<file path="src/rtl/sipo_frame_ctrl_pkg.sv">
// Shared types and helpers for the framed SIPO controller.
package sipo_ctrl_pkg;

    // Controller states: waiting for a frame, or assembling a word.
    typedef enum logic {
        IDLE  = 1'b0,
        SHIFT = 1'b1
    } state_e;

    // Counter width for a counter that must reach n-1; never narrower than one bit.
    function automatic int cntWidth(input int n);
        int w;
        w = $clog2(n);
        if (w < 1) begin
            w = 1;
        end
        return w;
    endfunction

    // Bit counter width for a word of the given length.
    function automatic int bitCntWidth(input int width);
        return cntWidth(width);
    endfunction

    // Gap counter width for the given inter-bit timeout.
    function automatic int gapCntWidth(input int timeout);
        return cntWidth(timeout);
    endfunction

endpackage

</file>
<file path="src/rtl/sipo_frame_ctrl_if.sv">
// Serial front-end and parallel consumer signals of the framed SIPO controller.
interface sipo_frame_ctrl_if #(
    parameter int WIDTH = 4
);
    logic             frame_start;
    logic             serial_valid;
    logic             serial_in;
    logic             out_ready;
    logic             clear_err;
    logic [WIDTH-1:0] parallel_out;
    logic             out_valid;
    logic             busy;
    logic             overrun_err;
    logic             abort_err;

    // Side that feeds the stream and consumes words.
    modport master (
        output frame_start,
        output serial_valid,
        output serial_in,
        output out_ready,
        output clear_err,
        input  parallel_out,
        input  out_valid,
        input  busy,
        input  overrun_err,
        input  abort_err
    );

    // The controller itself.
    modport slave (
        input  frame_start,
        input  serial_valid,
        input  serial_in,
        input  out_ready,
        input  clear_err,
        output parallel_out,
        output out_valid,
        output busy,
        output overrun_err,
        output abort_err
    );
endinterface

</file>
<file path="src/rtl/sipo_frame_ctrl_shift_en.sv">
// WIDTH-bit shift register: new bits enter at the MSB and move toward the LSB.
module sipo_shift_en #(
    parameter int WIDTH = 4
) (
    input  logic             clk,
    input  logic             reset,
    input  logic             shift_en_i,
    input  logic             bit_i,
    output logic [WIDTH-1:0] data_o
);
    logic [WIDTH-1:0] data_q;
    logic [WIDTH-1:0] data_d;

    // Next contents: shifted by one when enabled, otherwise held.
    always_comb begin
        data_d = data_q;
        if (shift_en_i) begin
            data_d = {bit_i, data_q[WIDTH-1:1]};
        end
    end

    // Register with synchronous clear.
    always_ff @(posedge clk) begin
        if (reset) begin
            data_q <= '0;
        end else begin
            data_q <= data_d;
        end
    end

    assign data_o = data_q;
endmodule

</file>
<file path="src/rtl/sipo_frame_ctrl.sv">
// Framed serial-to-parallel controller: frame detection, bit counting,
// restart/timeout aborts, valid/ready holding register and sticky errors.
module sipo_frame_ctrl
    import sipo_ctrl_pkg::*;
#(
    parameter int WIDTH      = 4,
    parameter int TIMEOUT    = 8,
    parameter int CONTINUOUS = 0
) (
    input logic             clk,
    input logic             reset,
    sipo_frame_ctrl_if.slave bus
);
    localparam int BCW = bitCntWidth(WIDTH);
    localparam int GCW = gapCntWidth(TIMEOUT);
    localparam logic [BCW-1:0] LAST_BIT = BCW'(WIDTH - 1);
    localparam logic [GCW-1:0] LAST_GAP = GCW'(TIMEOUT - 1);

    state_e           state_q, state_d;
    logic [BCW-1:0]   bitCnt_q, bitCnt_d;
    logic [GCW-1:0]   gapCnt_q, gapCnt_d;
    logic [WIDTH-1:0] hold_q, hold_d;
    logic             outValid_q, outValid_d;
    logic             busy_q, busy_d;
    logic             overrun_q, overrun_d;
    logic             abort_q, abort_d;

    logic             shiftEn;
    logic             wordDone;
    logic             abortEv;
    logic             overrunEv;
    logic             loadHold;
    logic [WIDTH-1:0] srData;
    logic [WIDTH-1:0] word;

    // The LSB of the shift register is always shifted out by the completing
    // bit, so it never contributes to a delivered word.
    logic unusedLsb;
    assign unusedLsb = srData[0];

    sipo_shift_en #(
        .WIDTH (WIDTH)
    ) u_shift (
        .clk        (clk),
        .reset      (reset),
        .shift_en_i (shiftEn),
        .bit_i      (bus.serial_in),
        .data_o     (srData)
    );

    // The completing bit goes on top of the bits already collected.
    assign word = {bus.serial_in, srData[WIDTH-1:1]};

    // Sequencing decisions: restart, bit accept, completion and timeout.
    always_comb begin
        state_d  = state_q;
        bitCnt_d = bitCnt_q;
        gapCnt_d = gapCnt_q;
        shiftEn  = 1'b0;
        wordDone = 1'b0;
        abortEv  = 1'b0;
        case (state_q)
            IDLE: begin
                if (bus.frame_start) begin
                    state_d  = SHIFT;
                    gapCnt_d = '0;
                    shiftEn  = bus.serial_valid;
                    bitCnt_d = bus.serial_valid ? BCW'(1) : '0;
                end
            end
            SHIFT: begin
                if (bus.frame_start) begin
                    abortEv  = (bitCnt_q != '0);
                    gapCnt_d = '0;
                    shiftEn  = bus.serial_valid;
                    bitCnt_d = bus.serial_valid ? BCW'(1) : '0;
                end else if (bus.serial_valid) begin
                    shiftEn  = 1'b1;
                    gapCnt_d = '0;
                    if (bitCnt_q == LAST_BIT) begin
                        wordDone = 1'b1;
                        bitCnt_d = '0;
                        state_d  = (CONTINUOUS != 0) ? SHIFT : IDLE;
                    end else begin
                        bitCnt_d = bitCnt_q + BCW'(1);
                    end
                end else if (gapCnt_q == LAST_GAP) begin
                    state_d  = IDLE;
                    bitCnt_d = '0;
                    gapCnt_d = '0;
                    abortEv  = (bitCnt_q != '0);
                end else begin
                    gapCnt_d = gapCnt_q + GCW'(1);
                end
            end
            default: begin
                state_d  = IDLE;
                bitCnt_d = '0;
                gapCnt_d = '0;
            end
        endcase
    end

    // Holding register handshake, overrun detection and sticky flags.
    always_comb begin
        loadHold   = wordDone & (~outValid_q | bus.out_ready);
        overrunEv  = wordDone & ~loadHold;
        hold_d     = loadHold ? word : hold_q;
        outValid_d = outValid_q;
        if (loadHold) begin
            outValid_d = 1'b1;
        end else if (outValid_q && bus.out_ready) begin
            outValid_d = 1'b0;
        end
        busy_d    = (state_d == SHIFT);
        overrun_d = overrunEv | (overrun_q & ~bus.clear_err);
        abort_d   = abortEv | (abort_q & ~bus.clear_err);
    end

    // Single state register for the FSM, counters and all registered outputs.
    always_ff @(posedge clk) begin
        if (reset) begin
            state_q    <= IDLE;
            bitCnt_q   <= '0;
            gapCnt_q   <= '0;
            hold_q     <= '0;
            outValid_q <= 1'b0;
            busy_q     <= 1'b0;
            overrun_q  <= 1'b0;
            abort_q    <= 1'b0;
        end else begin
            state_q    <= state_d;
            bitCnt_q   <= bitCnt_d;
            gapCnt_q   <= gapCnt_d;
            hold_q     <= hold_d;
            outValid_q <= outValid_d;
            busy_q     <= busy_d;
            overrun_q  <= overrun_d;
            abort_q    <= abort_d;
        end
    end

    assign bus.parallel_out = hold_q;
    assign bus.out_valid    = outValid_q;
    assign bus.busy         = busy_q;
    assign bus.overrun_err  = overrun_q;
    assign bus.abort_err    = abort_q;
endmodule

</file>
<file path="src/flat_wrapper.sv">
// flat-port wrapper written by rule: the top's interface ports become plain ports
module sipo_frame_ctrl_flat import sipo_ctrl_pkg::*;
#(
    parameter int WIDTH      = 4,
    parameter int TIMEOUT    = 8,
    parameter int CONTINUOUS = 0
)
  (clk, reset, bus_frame_start, bus_serial_valid, bus_serial_in, bus_out_ready, bus_clear_err, bus_parallel_out, bus_out_valid, bus_busy, bus_overrun_err, bus_abort_err);
  sipo_frame_ctrl_if #(.WIDTH(WIDTH)) bus_i ();
  input logic clk;
  input logic reset;
  input wire logic [$bits(bus_i.frame_start)-1:0] bus_frame_start;
  input wire logic [$bits(bus_i.serial_valid)-1:0] bus_serial_valid;
  input wire logic [$bits(bus_i.serial_in)-1:0] bus_serial_in;
  input wire logic [$bits(bus_i.out_ready)-1:0] bus_out_ready;
  input wire logic [$bits(bus_i.clear_err)-1:0] bus_clear_err;
  output wire logic [$bits(bus_i.parallel_out)-1:0] bus_parallel_out;
  output wire logic [$bits(bus_i.out_valid)-1:0] bus_out_valid;
  output wire logic [$bits(bus_i.busy)-1:0] bus_busy;
  output wire logic [$bits(bus_i.overrun_err)-1:0] bus_overrun_err;
  output wire logic [$bits(bus_i.abort_err)-1:0] bus_abort_err;
  assign bus_i.frame_start = bus_frame_start;
  assign bus_i.serial_valid = bus_serial_valid;
  assign bus_i.serial_in = bus_serial_in;
  assign bus_i.out_ready = bus_out_ready;
  assign bus_i.clear_err = bus_clear_err;
  assign bus_parallel_out = bus_i.parallel_out;
  assign bus_out_valid = bus_i.out_valid;
  assign bus_busy = bus_i.busy;
  assign bus_overrun_err = bus_i.overrun_err;
  assign bus_abort_err = bus_i.abort_err;
  sipo_frame_ctrl #(.WIDTH(WIDTH), .TIMEOUT(TIMEOUT), .CONTINUOUS(CONTINUOUS)) u_core (.clk(clk), .reset(reset), .bus(bus_i));
endmodule
</file>
<file path="config.mk">
export PLATFORM = sky130hd
export DESIGN_NAME = sipo_frame_ctrl_flat
export DESIGN_NICKNAME = d
export VERILOG_FILES = /design/src/rtl/sipo_frame_ctrl_pkg.sv /design/src/rtl/sipo_frame_ctrl_if.sv /design/src/rtl/sipo_frame_ctrl_shift_en.sv /design/src/rtl/sipo_frame_ctrl.sv /design/src/flat_wrapper.sv
export SDC_FILE = /design/constraint.sdc
export NUM_CORES = 1
export LEC_CHECK = 0
export CAP_MARGIN = 10
export CORE_MARGIN = 2
export CORE_UTILIZATION = 53
export CTS_CLUSTER_DIAMETER = 120
export DETAILED_ROUTE_END_ITERATION = 8
export DONT_BUFFER_PORTS = 1
export GPL_TIMING_DRIVEN = 1
export MAX_ROUTING_LAYER = met4
export PLACE_DENSITY_LB_ADDON = 0.08
export SLEW_MARGIN = 10
export SYNTH_ARGS = -nofsm -noshare
export SYNTH_HDL_FRONTEND = slang
export SYNTH_HIERARCHICAL = 1
export SYNTH_SLANG_ARGS = --single-unit
</file>
<file path="constraint.sdc">
create_clock -name clk -period 1.1 [get_ports clk]
set_input_delay 0.165 -clock clk [delete_from_list [all_inputs] [get_ports clk]]
set_output_delay 0.165 -clock clk [all_outputs]
set_load 0.005 [all_outputs]
</file>
After elaboration in Yosys (flattened, before gate mapping):

Index checks and enable logic that the tools add are counted.

* input bits: 7
* output and inout bits: 8
* register bits: 17
* logic and storage cells: 61
* memory bits (read-only): 0
* memory bits (writable): 0
* latch bits: 0
* memories kept: 0

* div/mod/pow operators: 0
* equality and inequality tests: 4
* $lt $le $gt $ge: 0
* bitwise logic cells: 11
* shift-type cells: 0
* mux-type cells: 32
* multipliers: 0
* add/subtract/negate cells: 2
* reductions and logical operators: 4

Operators by type and width (number)
* 2-to-1 mux 1 bit: 19
* 2-to-1 mux 3 bit: 4
* 2-to-1 mux 2 bit: 5
* one-hot mux 3 bit (2 select lines): 1
* bitwise AND 1 bit: 4
* inequality test 4 bit, second input constant: 1
* NOT 1 bit: 4
* one-hot mux 1 bit (2 select lines): 2
* one-hot mux 2 bit (2 select lines): 1
* nonzero test 2 bit: 2
* adder 3 x 1 -> 3 bit, second input constant: 1
* == test 3 bit, second input constant: 1
* OR 1 bit: 3
* adder 2 x 1 -> 2 bit, second input constant: 1
* == test 2 bit, second input constant: 1
* inequality test 2 bit, second input constant: 1
* AND reduction 2 bit: 1
* logical AND 1 bit: 1

Logic depth before layout (Yosys ltp):

Gate-level depths: netlist of run 1.

* depth in word-level cells: 9
* gate-level depth with buffers: 5
* mapped depth without buffers: 5

By module:

Netlist of run 1, hierarchy kept.

By module, submodules not included
* sipo_frame_ctrl: cells an instance 72, seq. area each 260.2 um^2, area an instance 685.7 um^2, instances 1
* sipo_shift_en: cells an instance 13, seq. area each 80.1 um^2, area an instance 140.1 um^2, instances 1

Least setup slack after synthesis of run 1:

Ideal clock, no wire load.

* path type: register -> register
* start point: reg u_core.gapCnt_q[0]
* end point: reg u_core.bitCnt_q[1]
* arrival: 1131 ps
* stages on the path, launching flop included: 6
* slack: -134 ps
* clock period less this slack: 1234 ps
* buffers on the path: 0
* library setup time: 103 ps
* data required time: 997 ps
* cells stage by stage: dfxtp_1 > ha_1 > ha_1 > nand2b_1 > a21boi_1 > a2111oi_2

* word-level cells in the longest chain between the ends: 3

Ends and longest elaborated chain
* from (decl): line sipo_frame_ctrl.sv:21 `logic [GCW-1:0] gapCnt_q, gapCnt_d;`
* from (signal assigned): line sipo_frame_ctrl.sv:134 `gapCnt_q <= gapCnt_d;`
* == test 3 bit: line sipo_frame_ctrl.sv:87 `end else if (gapCnt_q == LAST_GAP) begin`
* inequality test 4 bit (no source line)
* AND reduction 2 bit (no source line)
* to (signal assigned): line sipo_frame_ctrl.sv:133 `bitCnt_q <= bitCnt_d;`
* to (decl): line sipo_frame_ctrl.sv:20 `logic [BCW-1:0] bitCnt_q, bitCnt_d;`

No other way between the ends.
A chain may end at the register's enable or synchronous reset.

Worst setup path after layout of run 1:

* start point: reg u_core.bitCnt_q[1]
* end point: reg u_core.hold_q[1], in the netlist u_core/bus.parallel_out[1]

* word-level cells in the longest chain between the ends: 6

Ends and longest elaborated chain
* == test 2 bit: line sipo_frame_ctrl.sv:80 `if (bitCnt_q == LAST_BIT) begin`
* 2-to-1 mux 1 bit: line sipo_frame_ctrl.sv:80
* 2-to-1 mux 1 bit: line sipo_frame_ctrl.sv:77 `end else if (bus.serial_valid) begin`
* 2-to-1 mux 1 bit: line sipo_frame_ctrl.sv:72 `if (bus.frame_start) begin`
* 2-to-1 mux 1 bit: line sipo_frame_ctrl.sv:62 `case (state_q)`
* bitwise AND 1 bit: line sipo_frame_ctrl.sv:106 `loadHold = wordDone & (~outValid_q | bus.out_ready);`
* to (signal assigned): line sipo_frame_ctrl.sv:135 `hold_q <= hold_d;`
* to (decl): line sipo_frame_ctrl.sv:22 `logic [WIDTH-1:0] hold_q, hold_d;`

No other way between the ends.

==> key figures, run 1 <==
Synth
  • Yosys warning count: 6
  • Syn Nets: 94
  • Cells after Synth: 82
  • Cell Area, Synth: ~790 um2
  • Mean Syn Cell Area: between 9 and 10 um2

Clock tree
  • CTS root buf: clkbuf_4
  • Worst skew pair latency: 290 ps
  • TritonCTS Sinks: 16
  • TritonCTS buffer count: 3
  • TritonCTS clock tree: done
  • Longest Clk Path Bufs: 2
  • H-tree levels: 1
  • CTS clk-pin slew, worst paths: ~100 ps

Critical path
  • CP Cell Sequence: ha_4 > nand4b_1 > nor2b_4 > mux2i_1
  • Critical Path End Type: flop
  • Required time worst endpoint: between 1000 and 1500 ps
  • Critical path type: reg -> reg
  • Max stage delay on crit path: ~380 ps
  • CP max-delay cell: dfxtp_2
  • CP Data Arrival Time: ~1500 ps
  • CP max FO: 4
  • Critical Path Start Type: flop

Layout
  • Register area: 328 um2
  • Share of layout cells above drive strength 1: 0.380
  • Area Growth Syn to Fin: 31.9%
  • Final #Nets: approximately 110
  • ANT cells: 0
  • Area of the multi-input gates: approximately 550 um2
  • Fillers: 100

Routing
  • Post-DRT Antenna Nets: 0
  • DR WL/cell: 15.2 um
  • Via density: around 5.5
  • DR vias: around 600
  • DRT iter0 DRCs: 10
  • Routed wire length: between 1500 and 2000 um
  • DR DRC count: 0
  • Initial DRT Pass Iterations: 4

Timing
  • Clock Skews: slightly above 5 ps
  • Fin crit share: 1.12
  • Final setup vio count: 10
  • Hold Vio Cnt, Final: 1
  • Slew Limit Fails: 0
  • RSZ-0062 raised after global routing: true
  • Min Tclk post-route: 1240 ps
  • Tightest Pin Transition: between 500 and 600 ps
  • Max_slew headroom: 0.647
  • Fmax: around 800 MHz
  • Hold_ws: -2.98 ps
  • Final worst slack: -135 ps

Job
  • Max_cap viols: 0

Floorplan
  • Core area: between 0.001 and 0.0015 mm2
  • Initial core utilization: 0.587
  • Die area: 0.00182 mm2
  • Die W: about 43 um
  • Top Ports: 15
  • # rows: 13
  • Die Y: around 43 um

Run status
  • Status: complete, but fails checks
  • Failing checks: hold timing, setup timing

Pwr
  • Total Power: between 1 and 1.5 mW
  • Pwr Density: roughly 1100 mW/mm2
  • Peak supply drop: 0.805 mV
  • P_leak: approximately 0.37 nW

Placed design
  • Hpwl dp: 1030 um
  • Pre-CTS setup slack: -156 ps
  • Gpl congestion: between 0.7 and 0.8
  • # port buffers: 0

GRT
  • Global routing's busiest layer: met2
  • First-pass GRT wire length: roughly 2400 um
  • Total GRT Usage: 0.191
  • Largest net degree at the start of global routing: 21
  • Routing usage on met1: 0.225
  • Met3 usage: 0.0468
  • Initial antenna violation count: 0
  • Met2 Use GR: 0.300
  • Vias in the first global route: 532
  • Overflow after GRT: 0

Min path
  • Min-delay worst type: in -> reg
[placed cells by master, fill, tap and decap left out, drive strengths merged]
cell / count
dlygate4sd3: 2
o21a: 1
o21ai: 3
nor3: 3
dfxtp: 16
a21boi: 1
nand2b: 12
clkbuf: 4
nand4b: 1
nand3b: 1
a31oi: 1
a21oi: 4
nor2: 6
inv: 3
o22ai: 1
ha: 5
mux2i: 10
a2111oi: 1
nor2b: 6
buf: 10
nor3b: 1
[metrics by stage]
step | setup TNS, ps | hold slack [ps] | cell area (um2) | util | instances
floorplan | -74.7 | 237 | 850 | - | 82
global placement | -536 | 229 | 890 | 0.659 | 100
detailed placement | -831 | 230 | 890 | 0.659 | 100
CTS | -689 | -86.9 | 990 | 0.733 | 105
global route | -1310 | 17.7 | 1040 | 0.774 | 107
finish | -739 | -2.98 | 1040 | 0.774 | 107
[power breakdown]
group / switching [mW] / internal [mW]
clock network: 0.193 / 0.202
registers: 0.0132 / 0.590
logic: 0.0500 / 0.0701
[registers in the layout, indices dropped and copies added, names as in the netlist]
name / flops
u_core/bus.out_valid: 1
u_core/bus.overrun_err: 1
u_core/bitCnt_q: 2
u_core/bus.busy: 1
u_core/bus.abort_err: 1
u_core/u_shift/data_o: 3
u_core/bus.parallel_out: 4
u_core/gapCnt_q: 3
[critical path, delay by kind of cell (launching register included)]
kind / cells / cell delay (ps)
fa+ha+maj: 1 / 140
mux: 1 / 240
simple gates: 2 / 400
flops: 1 / 380
[path summary, 6_finish.rpt]
kind                                 start                    endpoint  slack (ps)  cells after the start
setup / recovery        u_core/bitCnt_q[1]  u_core/bus.parallel_out[1]        -140                      4
setup reg to reg        u_core/bitCnt_q[1]  u_core/bus.parallel_out[1]        -140                      4
hold / removal             bus_frame_start             u_core/bus.busy          -3                      2
hold reg to reg   u_core/u_shift/data_o[1]  u_core/bus.parallel_out[0]         480                      2
[area by class of cell]
cell class	count	area share
Sequential cell	16	0.314
Timing Repair Buffer	12	0.0946
Clock buffer	4	0.0347
Inverter	3	0.0108
Tap cell	15	0.0180
Multi-Input combinational cell	57	0.528
[per-layer routing]
metal  up-vias  share of wire
li1        296              -
met1       276           0.45
met2        15           0.49
met3         2          0.045
met4         0         0.0086
met5         -              0
[repair_timing]
| item | in CTS | in global routing |
|---|---|---|
| pin swaps | 9 | 6 |
| buffers inserted | 1 | 0 |
| gates cloned | 0 | 0 |
| endpoints found under the setup margin | 10 | 10 |
| hold endpoints to repair | 12 | 12 |
| resized for setup | 12 | 5 |
Power figures use the tool's default switching activity.
==> run 2, diff against run 1 <==
- GPL_TIMING_DRIVEN: 1 -> 0
==> run 2 against run 1 <==
The run ends with setup timing left; first-iteration DRC count decreased by 10%; critical path type unchanged; utilization decreased by 1.5 points; non-clock buffer count decreased by 2; worst hold slack improved by 35 ps; register-to-register slack about the same; sequential share of layout area increased by 0.98 points.
==> key figures, run 2 (synthesis gave the netlist of run 1 again) <==
Floorplan
  • Core area: 0.00135 mm2 (unchanged)
  • Die W: 42.7 um (unchanged)
  • Die area: 0.00182 mm2 (unchanged)
  • Die Y: 42.7 um (unchanged)
  • Initial core utilization: 0.587 (unchanged)
  • # rows: 13 (unchanged)
  • Top Ports: 15 (unchanged)

Clock tree
  • TritonCTS clock tree: done
  • TritonCTS Sinks: 16 (unchanged)
  • CTS clk-pin slew, worst paths: 90 ps (about the same)
  • CTS root buf: clkbuf_4
  • H-tree levels: 1 (unchanged)
  • TritonCTS buffer count: 3 (unchanged)
  • Longest Clk Path Bufs: 2 (unchanged)
  • Worst skew pair latency: 280 ps (about the same)

Layout
  • Commonest non-fill, non-tap cells in the layout: nand2b_1, dfxtp_1, mux2i_1
  • Design Area, Final: 0.00102 mm2 (-1.9%)
  • Share of layout cells above drive strength 1: 0.389 (+0.00845)
  • ANT cells: 0 (unchanged)
  • Non-Filler Instances: 105 (-1.9%)
  • Area Growth Syn to Fin: 29.4%
  • Max FFs per register: 4 (unchanged)
  • Final #Nets: 103 (-1.9%)

Routing
  • Routed wire length: 1490 um (-8.3%)
  • DRT iter0 DRCs: 9 (-1)
  • DR WL/cell: 14.2 um (-6.5%)
  • Initial DRT Pass Iterations: 4 (unchanged)
  • Post-DRT Antenna Nets: 0 (unchanged)
  • DR vias: 570 (-3.2%)
  • Via density: 5.43 (-1.4%)
  • DR DRC count: 0 (unchanged)

Critical path
  • Critical Path Start Type: flop
  • Critical path type: reg -> reg
  • Worst Reg-to-Reg Cells: 5 (+1)
  • CP max FO: 3 (-1)
  • CP Data Arrival Time: 1410 ps (-40 ps)
  • Crit path capture: u_core/bitCnt_q[1]
  • Crit Reg-Reg Startpoint: u_core/bitCnt_q[0]
  • RR Endpoint: u_core/bitCnt_q[1]
  • Crit path launch: u_core/bitCnt_q[0]
  • R2R setup slack: -120 ps (about the same)
  • Required time worst endpoint: 1280 ps (-30 ps)
  • Critical Path End Type: flop

Placed design
  • # port buffers: 0 (unchanged)
  • DP Cell Count: 97 (-3.0%)
  • Placed instance area: 868 um2 (-2.4%)
  • Hpwl dp: 949 um (-8.3%)
  • Gpl congestion: 0.750 (-0.71%)

Timing
  • Final setup vio count: 8 (-2)
  • Max_slew headroom: 0.645 (-0.00167)
  • Fmax: 817 MHz (+0.89%)
  • RSZ-0062 raised after global routing: true
  • Hold Vio Cnt, Final: 0 (-1)
  • Fin crit share: 1.11 (-0.00991)
  • Tightest Pin Transition: 532 ps (+4.24 ps)
  • Clock Skews: 2.84 ps (-2.32 ps)
  • Final worst slack: -124 ps (+10.9 ps)
  • Min Tclk post-route: 1220 ps (-10.9 ps)
  • Slew Limit Fails: 0 (unchanged)

Pwr
  • Peak supply drop: 0.696 mV (-14%)
  • P_leak: 0.355 nW (-5.0%)
  • Total Power: 1.11 mW (-0.69%)
  • Pwr Density: 1080 mW/mm2 (+1.2%)

Min path
  • Min-delay worst type: in -> reg

GRT
  • Initial antenna violation count: 0 (unchanged)
  • Largest net degree at the start of global routing: 11 (-48%)
  • First-pass GRT wire length: 2480 um (+1.1%)
  • Vias in the first global route: 579 (+8.8%)
  • Overflow after GRT: 0 (unchanged)
  • Total GRT Usage: 0.184 (-0.00693)

Run status
  • Status: complete, but fails checks
  • Failing checks: setup timing

Job
  • Max_cap viols: 0 (unchanged)
==> run 2: changes by cell type in the layout (fill, tap and decap cells not counted), sizes merged <==
cell | previous run | this run
buf | 10 | 8
clkbuf | 4 | 5
dlygate4sd3 | 2 | 1
==> run 2: cell type report <==
| class | count | area [um2] |
|---|---|---|
| Clock buffer | 4 | 36.3 |
| Buffer | 5 | 45.0 |
| Tap cell | 15 | 18.8 |
| Fill cell | 98 | 325 |
| Timing Repair Buffer | 5 | 40.0 |
| Inverter | 3 | 11.3 |
| Multi-Input combinational cell | 57 | 542 |
| Sequential cell | 16 | 332 |
==> run 2: metrics by stage <==
stage / setup WS [ps] / TNS [ps] / util / hold WS (ps)
finish: -124 / -604 / 0.759 / 32.1
global route: -179 / -1210 / 0.759 / 21.2
CTS: -102 / -555 / 0.709 / 17.5
detailed placement: -146 / -1100 / 0.643 / 242
global placement: -86.0 / -753 / 0.643 / 238
floorplan: -37.5 / -74.7 / - / 237
==> run 2: metal layers <==
layer	wire, um	share of wire	global-route usage	vias up
li1	-	-	-	291
met1	699	0.47	0.243	265
met4	17	0.011	0.0938	0
met3	58	0.039	0.0298	2
met2	719	0.48	0.270	12
met5	0	0	-	-
==> run 2: report_power, final <==
group	switching (mW)	internal (mW)
registers	0.0125	0.589
logic	0.0589	0.0640
clock network	0.185	0.201
==> run 2: critical path: stages (launching register included) <==
cell,delay (ps)
dfxtp_4,380
inv_1,70
ha_4,250
nand2b_4,110
a21boi_2,50
a2111oi_2,260
==> run 2: repair_timing <==
action                     CTS  global route
setup endpoints to repair   11            13
hold endpoints to repair     3             0
pin swaps                    3             6
gates resized for setup      7            13
hold buffers                 1             0
cloned                       0             0
buffers inserted             4             0
==> run 2: worst min path at each step <==
stage | start | end | slack (ps) | depth (start not counted)
after detailed placement | reset | u_core/u_shift/data_o[3] | 240 | 1
after global placement | reset | u_core/u_shift/data_o[3] | 240 | 1
after floorplan | reset | u_core/u_shift/data_o[1] | 240 | 1
final | bus_serial_in | u_core/bus.parallel_out[3] | 30 | 2
after CTS | bus_serial_in | u_core/bus.parallel_out[3] | 20 | 2
after global routing | bus_serial_in | u_core/bus.parallel_out[3] | 20 | 2
==> run 3, diff against run 2 <==
- PLACE_DENSITY: not set -> 0.71
- PLACE_DENSITY_LB_ADDON: 0.08 -> not set
==> run 3 against run 2 <==
The run still ends with setup timing left; non-clock buffer count is 4 higher; die area unchanged; total power increased by 0.97%; combinational power is 7% higher; clock power about the same; setup slack gained 27 ps; critical path type unchanged; largest power group unchanged.
==> key figures, run 3 (synthesis gave the netlist of run 1 again) <==
Floorplan
  • Die area: 0.00182 mm2 (unchanged)
  • Die Y: 42.7 um (unchanged)
  • Initial core utilization: 0.587 (unchanged)
  • Top Ports: 15 (unchanged)
  • Die W: 42.7 um (unchanged)
  • Core area: 0.00135 mm2 (unchanged)
  • # rows: 13 (unchanged)

Critical path
  • CP max FO: 3 (unchanged)
  • Required time worst endpoint: 1290 ps (about the same)
  • Critical path type: reg -> reg
  • CP Data Arrival Time: 1390 ps (-20 ps)
  • Critical Path Start Type: flop
  • Critical Path End Type: flop

Clock tree
  • Longest Clk Path Bufs: 2 (unchanged)
  • TritonCTS Sinks: 16 (unchanged)
  • Worst skew pair latency: 290 ps (about the same)
  • TritonCTS clock tree: done
  • CTS root buf: clkbuf_4
  • CTS clk-pin slew, worst paths: 100 ps (about the same)
  • H-tree levels: 1 (unchanged)
  • TritonCTS buffer count: 3 (unchanged)

Timing
  • Hold Vio Cnt, Final: 0 (unchanged)
  • Max_slew headroom: 0.686 (+0.0408)
  • Final setup vio count: 8 (unchanged)
  • Post-route setup TNS: -483 ps (+121 ps)
  • Slew Limit Fails: 0 (unchanged)
  • Hold_ws: 33.0 ps (+0.890 ps)
  • Clock Skews: 7.01 ps (+4.17 ps)
  • Tightest Pin Transition: 471 ps (-61.2 ps)
  • Fin crit share: 1.09 (-0.0244)
  • Min Tclk post-route: 1200 ps (-26.8 ps)
  • RSZ-0062 raised after global routing: true
  • Fmax: 835 MHz (+2.2%)
  • Final worst slack: -97.5 ps (+26.8 ps)

Layout
  • Fillers: 105 (+7.1%)
  • Commonest non-fill, non-tap cell in the layout: dfxtp_1
  • Max FFs per register: 4 (unchanged)
  • Share of layout cells above drive strength 1: 0.383 (-0.00591)
  • Area Growth Syn to Fin: 29.9%
  • Commonest non-fill, non-tap cells in the layout: dfxtp_1, mux2i_1, nand2b_1
  • ANT cells: 0 (unchanged)
  • Util after Layout: 0.762 (+0.00278)
  • Non-Filler Instances: 109 (+3.8%)
  • Design Area, Final: 0.00103 mm2 (+0.37%)
  • Final #Nets: 107 (+3.9%)

Placed design
  • # port buffers: 0 (unchanged)
  • Hpwl dp: 993 um (+4.7%)
  • Placed instance area: 868 um2 (unchanged)
  • Gpl congestion: 0.751 (+0.15%)
  • Pre-CTS setup slack: -107 ps (+39.3 ps)
  • DP Cell Count: 97 (unchanged)

Pwr
  • Total Power: 1.12 mW (+0.97%)
  • P_leak: 0.373 nW (+5.1%)
  • Peak supply drop: 0.898 mV (+29%)
  • Pwr Density: 1090 mW/mm2 (+0.60%)

GRT
  • Overflow after GRT: 0 (unchanged)
  • First-pass GRT wire length: 2840 um (+14%)
  • Largest net degree at the start of global routing: 11 (unchanged)
  • Initial antenna violation count: 0 (unchanged)
  • Vias in the first global route: 654 (+13%)
  • Total GRT Usage: 0.216 (+0.0321)

Min path
  • Min-delay worst type: in -> reg

Routing
  • DR WL/cell: 13.8 um (-2.7%)
  • DR DRC count: 0 (unchanged)
  • Initial DRT Pass Iterations: 4 (unchanged)
  • DR vias: 598 (+4.9%)
  • Routed wire length: 1510 um (+1.0%)
  • Via density: 5.49 (+1.1%)
  • DRT iter0 DRCs: 8 (-1)
  • Post-DRT Antenna Nets: 0 (unchanged)

Job
  • Max_cap viols: 0 (unchanged)

Run status
  • Status: complete, but fails checks
  • Failing checks: setup timing
[run 3: worst paths after layout]
check | from | endpoint | slack (ps) | depth (start not counted)
min reg2reg | u_core/u_shift/data_o[1] | u_core/bus.parallel_out[0] | 490 | 2
min | bus_serial_in | u_core/bus.parallel_out[3] | 30 | 2
max reg2reg | u_core/bitCnt_q[0] | u_core/bitCnt_q[1] | -100 | 5
max | u_core/bitCnt_q[0] | u_core/bitCnt_q[1] | -100 | 5
[run 3: routing by layer]
layer / GRT usage / share of wire
met3: 0.0596 / 0.045
met5: - / 0
met4: 0.113 / 0.014
met1: 0.241 / 0.48
met2: 0.348 / 0.46
[run 3: area by class of cell]
type,instances,area (um2),share of cell area
well taps,15,18.8,0.0182
plain buffers,5,45.0,0.0438
repair buffers,9,70.1,0.0681
flip-flops and latches,16,332,0.322
clock buffers,4,36.3,0.0353
multi-input cells,57,515,0.501
inverters,3,11.3,0.0109
[run 3: power by group]
part | switching (mW) | total, mW | internal (mW) | leakage (nW)
Clock | 0.186 | 0.388 | 0.202 | 0.0210
Combinational | 0.0591 | 0.131 | 0.0719 | 0.220
Sequential | 0.0123 | 0.602 | 0.590 | 0.132
Total | 0.258 | 1.12 | 0.863 | 0.373
[run 3: worst max-delay path: stages (launching register included)]
cell       delay (ps)
dfxtp_4           380
inv_2              50
ha_4              250
nand2b_4          110
a21boi_2           60
a2111oi_2         260
[run 3: repair_timing]
item,in CTS,in global routing
hold buffers,1,0
setup buffers,8,0
resized for setup,10,3
pin swaps,7,1
endpoints found under the hold margin,3,0
endpoints found under the setup margin,11,13
